[config.mk]
export PLATFORM = sky130hd
export DESIGN_NAME = id_ex_stage
export DESIGN_NICKNAME = d
export VERILOG_FILES = /design/src/rtl/id_ex_stage.sv
export SDC_FILE = /design/constraint.sdc
export NUM_CORES = 1
export LEC_CHECK = 0
export CORE_AREA = 2 2 163 165
export CTS_CLUSTER_SIZE = 20
export DETAILED_ROUTE_END_ITERATION = 10
export DIE_AREA = 0 0 165 167
export HOLD_SLACK_MARGIN = 0.05
export PLACE_DENSITY = 0.77
export SLEW_MARGIN = 15
export SYNTH_ARGS = -nofsm -noshare
export SYNTH_HDL_FRONTEND = slang
export SYNTH_SLANG_ARGS = --single-unit
[constraint.sdc]
create_clock -name clk -period 9 [get_ports clk]
set_input_delay 1.8 -clock clk [delete_from_list [all_inputs] [get_ports clk]]
set_output_delay 1.8 -clock clk [all_outputs]
set_load 0.02 [all_outputs]
[src/rtl/id_ex_stage.sv]
// ID/EX pipeline register with M/W operand forwarding and load-use hazard detection.
// Holds the decoded instruction for execute; bubbles on flush, holds on stall.
module id_ex_stage #(
  parameter int XLEN = 32
) (
  input  logic            clk,
  input  logic            reset,
  input  logic            FlushE,
  input  logic            EnE,
  input  logic [XLEN-1:0] RD1D,
  input  logic [XLEN-1:0] RD2D,
  input  logic [XLEN-1:0] ImmExtD,
  input  logic [XLEN-1:0] PCD,
  input  logic [4:0]      Rs1D,
  input  logic [4:0]      Rs2D,
  input  logic [4:0]      RdD,
  input  logic            RegWriteD,
  input  logic            MemWriteD,
  input  logic            BranchD,
  input  logic            JumpD,
  input  logic            ALUSrcD,
  input  logic [1:0]      ResultSrcD,
  input  logic [2:0]      ALUControlD,
  input  logic [XLEN-1:0] ALUResultM,
  input  logic [4:0]      RdM,
  input  logic            RegWriteM,
  input  logic [XLEN-1:0] ResultW,
  input  logic [4:0]      RdW,
  input  logic            RegWriteW,
  output logic [XLEN-1:0] SrcAE,
  output logic [XLEN-1:0] SrcBE,
  output logic [XLEN-1:0] WriteDataE,
  output logic [XLEN-1:0] PCE,
  output logic [XLEN-1:0] ImmExtE,
  output logic [2:0]      ALUControlE,
  output logic [1:0]      ResultSrcE,
  output logic            RegWriteE,
  output logic            MemWriteE,
  output logic            BranchE,
  output logic            JumpE,
  output logic            ValidE,
  output logic [4:0]      RdE,
  output logic [4:0]      Rs1E,
  output logic [4:0]      Rs2E,
  output logic            LoadUseStallD
);

  typedef struct packed {
    logic [XLEN-1:0] rd1;
    logic [XLEN-1:0] rd2;
    logic [XLEN-1:0] imm;
    logic [XLEN-1:0] pc;
    logic [4:0]      rs1;
    logic [4:0]      rs2;
    logic [4:0]      rd;
    logic            reg_write;
    logic            mem_write;
    logic            branch;
    logic            jump;
    logic            alu_src;
    logic [1:0]      result_src;
    logic [2:0]      alu_control;
    logic            valid;
  } ex_t;

  ex_t             ex_d;
  ex_t             ex_q;
  logic [XLEN-1:0] fwd_a_s;
  logic [XLEN-1:0] fwd_b_s;

  // Memory stage wins over writeback; x0 is never a forwarding target.
  function automatic logic [XLEN-1:0] forward(
    input logic [4:0]      rs,
    input logic [XLEN-1:0] reg_val,
    input logic [XLEN-1:0] m_val,
    input logic [4:0]      m_rd,
    input logic            m_we,
    input logic [XLEN-1:0] w_val,
    input logic [4:0]      w_rd,
    input logic            w_we
  );
    logic [XLEN-1:0] res;
    if (m_we && (m_rd != 5'd0) && (m_rd == rs)) begin
      res = m_val;
    end else if (w_we && (w_rd != 5'd0) && (w_rd == rs)) begin
      res = w_val;
    end else begin
      res = reg_val;
    end
    return res;
  endfunction

  // Next execute-register contents: bubble on flush, load when enabled, else hold.
  always_comb begin
    ex_d = ex_q;
    if (FlushE) begin
      ex_d = '0;
    end else if (EnE) begin
      ex_d.rd1         = RD1D;
      ex_d.rd2         = RD2D;
      ex_d.imm         = ImmExtD;
      ex_d.pc          = PCD;
      ex_d.rs1         = Rs1D;
      ex_d.rs2         = Rs2D;
      ex_d.rd          = RdD;
      ex_d.reg_write   = RegWriteD;
      ex_d.mem_write   = MemWriteD;
      ex_d.branch      = BranchD;
      ex_d.jump        = JumpD;
      ex_d.alu_src     = ALUSrcD;
      ex_d.result_src  = ResultSrcD;
      ex_d.alu_control = ALUControlD;
      ex_d.valid       = 1'b1;
    end else begin
      ex_d = ex_q;
    end
  end

  // Execute register with asynchronous clear.
  always_ff @(posedge clk or posedge reset) begin
    if (reset) begin
      ex_q <= '0;
    end else begin
      ex_q <= ex_d;
    end
  end

  // Operand forwarding and B-operand immediate select.
  always_comb begin
    fwd_a_s = forward(ex_q.rs1, ex_q.rd1, ALUResultM, RdM, RegWriteM, ResultW, RdW, RegWriteW);
    fwd_b_s = forward(ex_q.rs2, ex_q.rd2, ALUResultM, RdM, RegWriteM, ResultW, RdW, RegWriteW);
    if (ex_q.alu_src) begin
      SrcBE = ex_q.imm;
    end else begin
      SrcBE = fwd_b_s;
    end
  end

  // A load in execute whose destination feeds the decode instruction must stall decode.
  always_comb begin
    if ((ex_q.result_src == 2'b01) && ex_q.valid && (ex_q.rd != 5'd0) &&
        ((ex_q.rd == Rs1D) || (ex_q.rd == Rs2D))) begin
      LoadUseStallD = 1'b1;
    end else begin
      LoadUseStallD = 1'b0;
    end
  end

  assign SrcAE       = fwd_a_s;
  assign WriteDataE  = fwd_b_s;
  assign PCE         = ex_q.pc;
  assign ImmExtE     = ex_q.imm;
  assign ALUControlE = ex_q.alu_control;
  assign ResultSrcE  = ex_q.result_src;
  assign RegWriteE   = ex_q.reg_write;
  assign MemWriteE   = ex_q.mem_write;
  assign BranchE     = ex_q.branch;
  assign JumpE       = ex_q.jump;
  assign ValidE      = ex_q.valid;
  assign RdE         = ex_q.rd;
  assign Rs1E        = ex_q.rs1;
  assign Rs2E        = ex_q.rs2;

endmodule

==> out/qor.csv <==
stage,metric,value,unit
pwr,power_frac_clock,34.7,%
global_routing,grt_max_degree,102,
timing,finalSetupTns,0,ns
timing,hold_viol_final,0,
worst_hold_path,hold_class,reg2reg,
cells_and_area,nFillCells,2387,
logic_synthesis,ys_seq_area_share,38.49,%
timing,setup_viol,0,
clock_network,clockBufferDepth,2,
logic_synthesis,yosys_warnings,0,
pwr,switching_share,34.99,%
clock_network,cts_resized,0,
timing,clock_skew,0,ns
logic_synthesis,yosysMostFrequentCell,nor2_1,
global_routing,antenna_found_initial,3,
route,dr_total_vias,10102,
floorplan,dieArea,27560,µm²
route,wl_met1,18280,µm
logic_synthesis,ys_async_sr_fraction,100.0,%
route,maxUsedRoutingLayer,met4,
floorplan,ios,419,
placed_design,dpl_cell_area,13630,µm²
timing,fin_hold_ws,0.5236,ns
route,first_pass_iters,6,
timing,worst_slew_pin_slew,1.200,ns
logic_synthesis,yosysTopAreaCellShare,38.49,%
route,vias_per_cell,5.884,
logic_synthesis,ys_seq_elements,154,
logic_synthesis,syn-cell-area,10010,µm²
timing,fmax,136.0,MHz
floorplan,core,25760,µm²
logic_synthesis,postSynthCellCount,1109,
logic_synthesis,syn_nets,1342,
timing,rsz0062_at_grt,false,
cells_and_area,utilization,55.30,%
route,met2_length,19120,µm
timing,maxSlewHeadroom,19.98,%
logic_synthesis,synth-edff-count,0,
timing,period_minus_slack,7.353,ns
timing,finalCritPeriodShare,81.70,%
clock_network,cts.sinks,154,
logic_synthesis,netlist_top_cells_area,"dfrtp_1, mux2i_1, nor2_1",
pwr,p_seq_share,35.6,%
clock_network,cts_tree,yes,
cells_and_area,instances_no_fill,1717,
cells_and_area,multi_input_area,5019,µm²
worst_setup_path,cp.arrival,5.55,ns
logic_synthesis,yosys-top-cells-count,"nor2_1, dfrtp_1, mux2i_1, a31oi_1, buf_4",
clock_network,postCtsSetupBuffers,0,
clock_network,htreeDepth,4,
placed_design,place.gp.congestion,0.9985,
route,routedWlPerCell,24.81,µm
route,met3_length,3640,µm
cells_and_area,finalNetCount,1598,
floorplan,rows,59,
cells_and_area,stdcell_area,14250,µm²
worst_setup_path,cp_data_required_time,7.20,ns
logic_synthesis,yosys_most_used_dff,dfrtp_1,
global_routing,grt_pass1_vias,10061,
placed_design,dp_hpwl,30170,µm
cells_and_area,seq_area,3855,µm²
pwr,p_leak,6.095,nW
logic_synthesis,synth.avg_cell_area,9.028,µm²
pwr,power_density,151.4,nW/µm²
worst_setup_path,path_class,in2out,
clock_network,cts_buffers,17,
worst_setup_path,crit_path_start_kind,primary input,
cells_and_area,area_growth,42.29,%
global_routing,gr-total-overflow,0,
worst_setup_path,cp-end-kind,output pin,
run_status,status,"finished, final reports clean",
placed_design,port_buffers,418,
clock_network,path_clk_slew,0.07,ns
logic_synthesis,synth_top_cell_by_area,dfrtp_1,
worst_setup_path,rrSetupSlack,7.50,ns
pwr,p_int,1.402,mW
placed_design,place_inst,1681,
floorplan,die_w,165,µm
route,drc,0,
run,drv_cap,0,
clock_network,postCtsHoldBufs,0,
global_routing,track_usage,30.11,%
timing,report.final.slew_viol_count,0,
pwr,peakVddDrop,0.1011,mV
clock_network,clock_latency,0.43,ns
route,drt_wl_total,42590,µm
route,antenna_left,0,
placed_design,preCtsSetupSlack,1.775,ns
clock_network,clockRootBuffer,clkbuf_16,
pwr,p_comb_share,29.7,%
global_routing,grt_pass1_wl,62680,µm
floorplan,start_util,38.86,%
worst_setup_path,crit_fanout,32,
floorplan,die_height,167,µm
cells_and_area,drive_gt1_share,4.790,%
pwr,p_sw,0.7546,mW
logic_synthesis,synth.distinct_cells,35,
pwr,p_total,2.156,mW
route,drt_iter0_markers,1150,
timing,setup_ws,1.647,ns
[area by class of cell]
class                   count  share of cell area [%]
multi-input cells         754                   35.23
diodes                      4                 0.07026
flip-flops and latches    154                   27.06
repair buffers            437                   30.38
well taps                 335                   2.942
inverters                   1                 0.06148
clock buffers              18                   3.083
clock inverters            14                   1.177
[placed cells by master (no fill, tap or decap), drive strengths merged]
| cell | netlist | final |
|---|---|---|
| a21oi | 1 | 1 |
| and3 | 2 | 2 |
| and4 | 1 | 1 |
| or2 | 1 | 1 |
| xnor2 | 22 | 22 |
| o21a | 2 | 2 |
| o211a | 1 | 1 |
| nand2 | 3 | 3 |
| nor2b | 32 | 32 |
| nand4 | 33 | 33 |
| nor3 | 2 | 2 |
| nor2 | 189 | 189 |
| nand3 | 38 | 38 |
| o31ai | 32 | 32 |
| or4 | 3 | 3 |
| clkdlybuf4s50 | 0 | 416 |
| o21ai | 35 | 35 |
| clkinv | 0 | 7 |
| o211ai | 1 | 1 |
| or3 | 1 | 1 |
| clkbuf | 68 | 19 |
| diode | 0 | 4 |
| and2 | 1 | 1 |
| nor4 | 64 | 64 |
| dfrtp | 154 | 154 |
| inv | 1 | 8 |
| buf | 132 | 20 |
| mux2i | 153 | 153 |
| a31oi | 97 | 97 |
| a41o | 32 | 32 |
| xor2 | 8 | 8 |
[critical path, cell delays in order]
cell and delay (ns):
clkdlybuf4s50_1 0.48, or4_1 0.69, o21a_1 0.48, buf_4 0.35, a31oi_4 0.89, a31oi_1 0.23
clkdlybuf4s50_1 0.61
[cell families (layout without fill, tap and decap cells)]
logic type / count (synthesis) / after routing / share of synthesized area [%]
buffers and inverters: 201 / 470 / 11.65
and+or+nand+nor: 370 / 370 / 17.92
other: 0 / 4 / 0
AOI/OAI and AO/OA: 201 / 201 / 14.02
xor gates and xnor gates: 30 / 30 / 2.624
muxes: 153 / 153 / 15.30
DFF: 154 / 154 / 38.49
[flip-flops by register name (all words and copies together) (netlist names)]
name and count:
RegWriteE 1, Rs2E 5, PCE 32, ValidE 1
ALUControlE 3, MemWriteE 1, ResultSrcE 2, ex_q 65
RdE 5, Rs1E 5, JumpE 1, ImmExtE 32
BranchE 1
[metal layers]
layer,vias to the layer above,global-route usage [%]
met3,90,7.447
met4,0,12.17
met5,-,0
met1,4954,41.64
met2,562,44.95
li1,4496,-
[power by group through the flow]
stage / Combinational [mW] / Clock [mW] / Sequential [mW]
after global routing: 0.676 / 0.791 / 0.772
after floorplan: 0.350 / 0 / 0.765
after detailed placement: 0.635 / 0 / 0.779
final: 0.641 / 0.749 / 0.767
after CTS: 0.638 / 0.759 / 0.766
after global placement: 0.631 / 0 / 0.778
[final timing paths]
check,start,endpoint,depth (start not counted)
max reg2reg,ex_q[6],ex_q[6],2
min,ex_q[136],ex_q[136],2
max,RdM[1],SrcBE[7],7
max in group asynchronous,reset,ex_q[6],3
min reg2reg,ex_q[136],ex_q[136],2
min in group asynchronous,reset,PCE[14],2
Power figures use the tool's default switching activity.
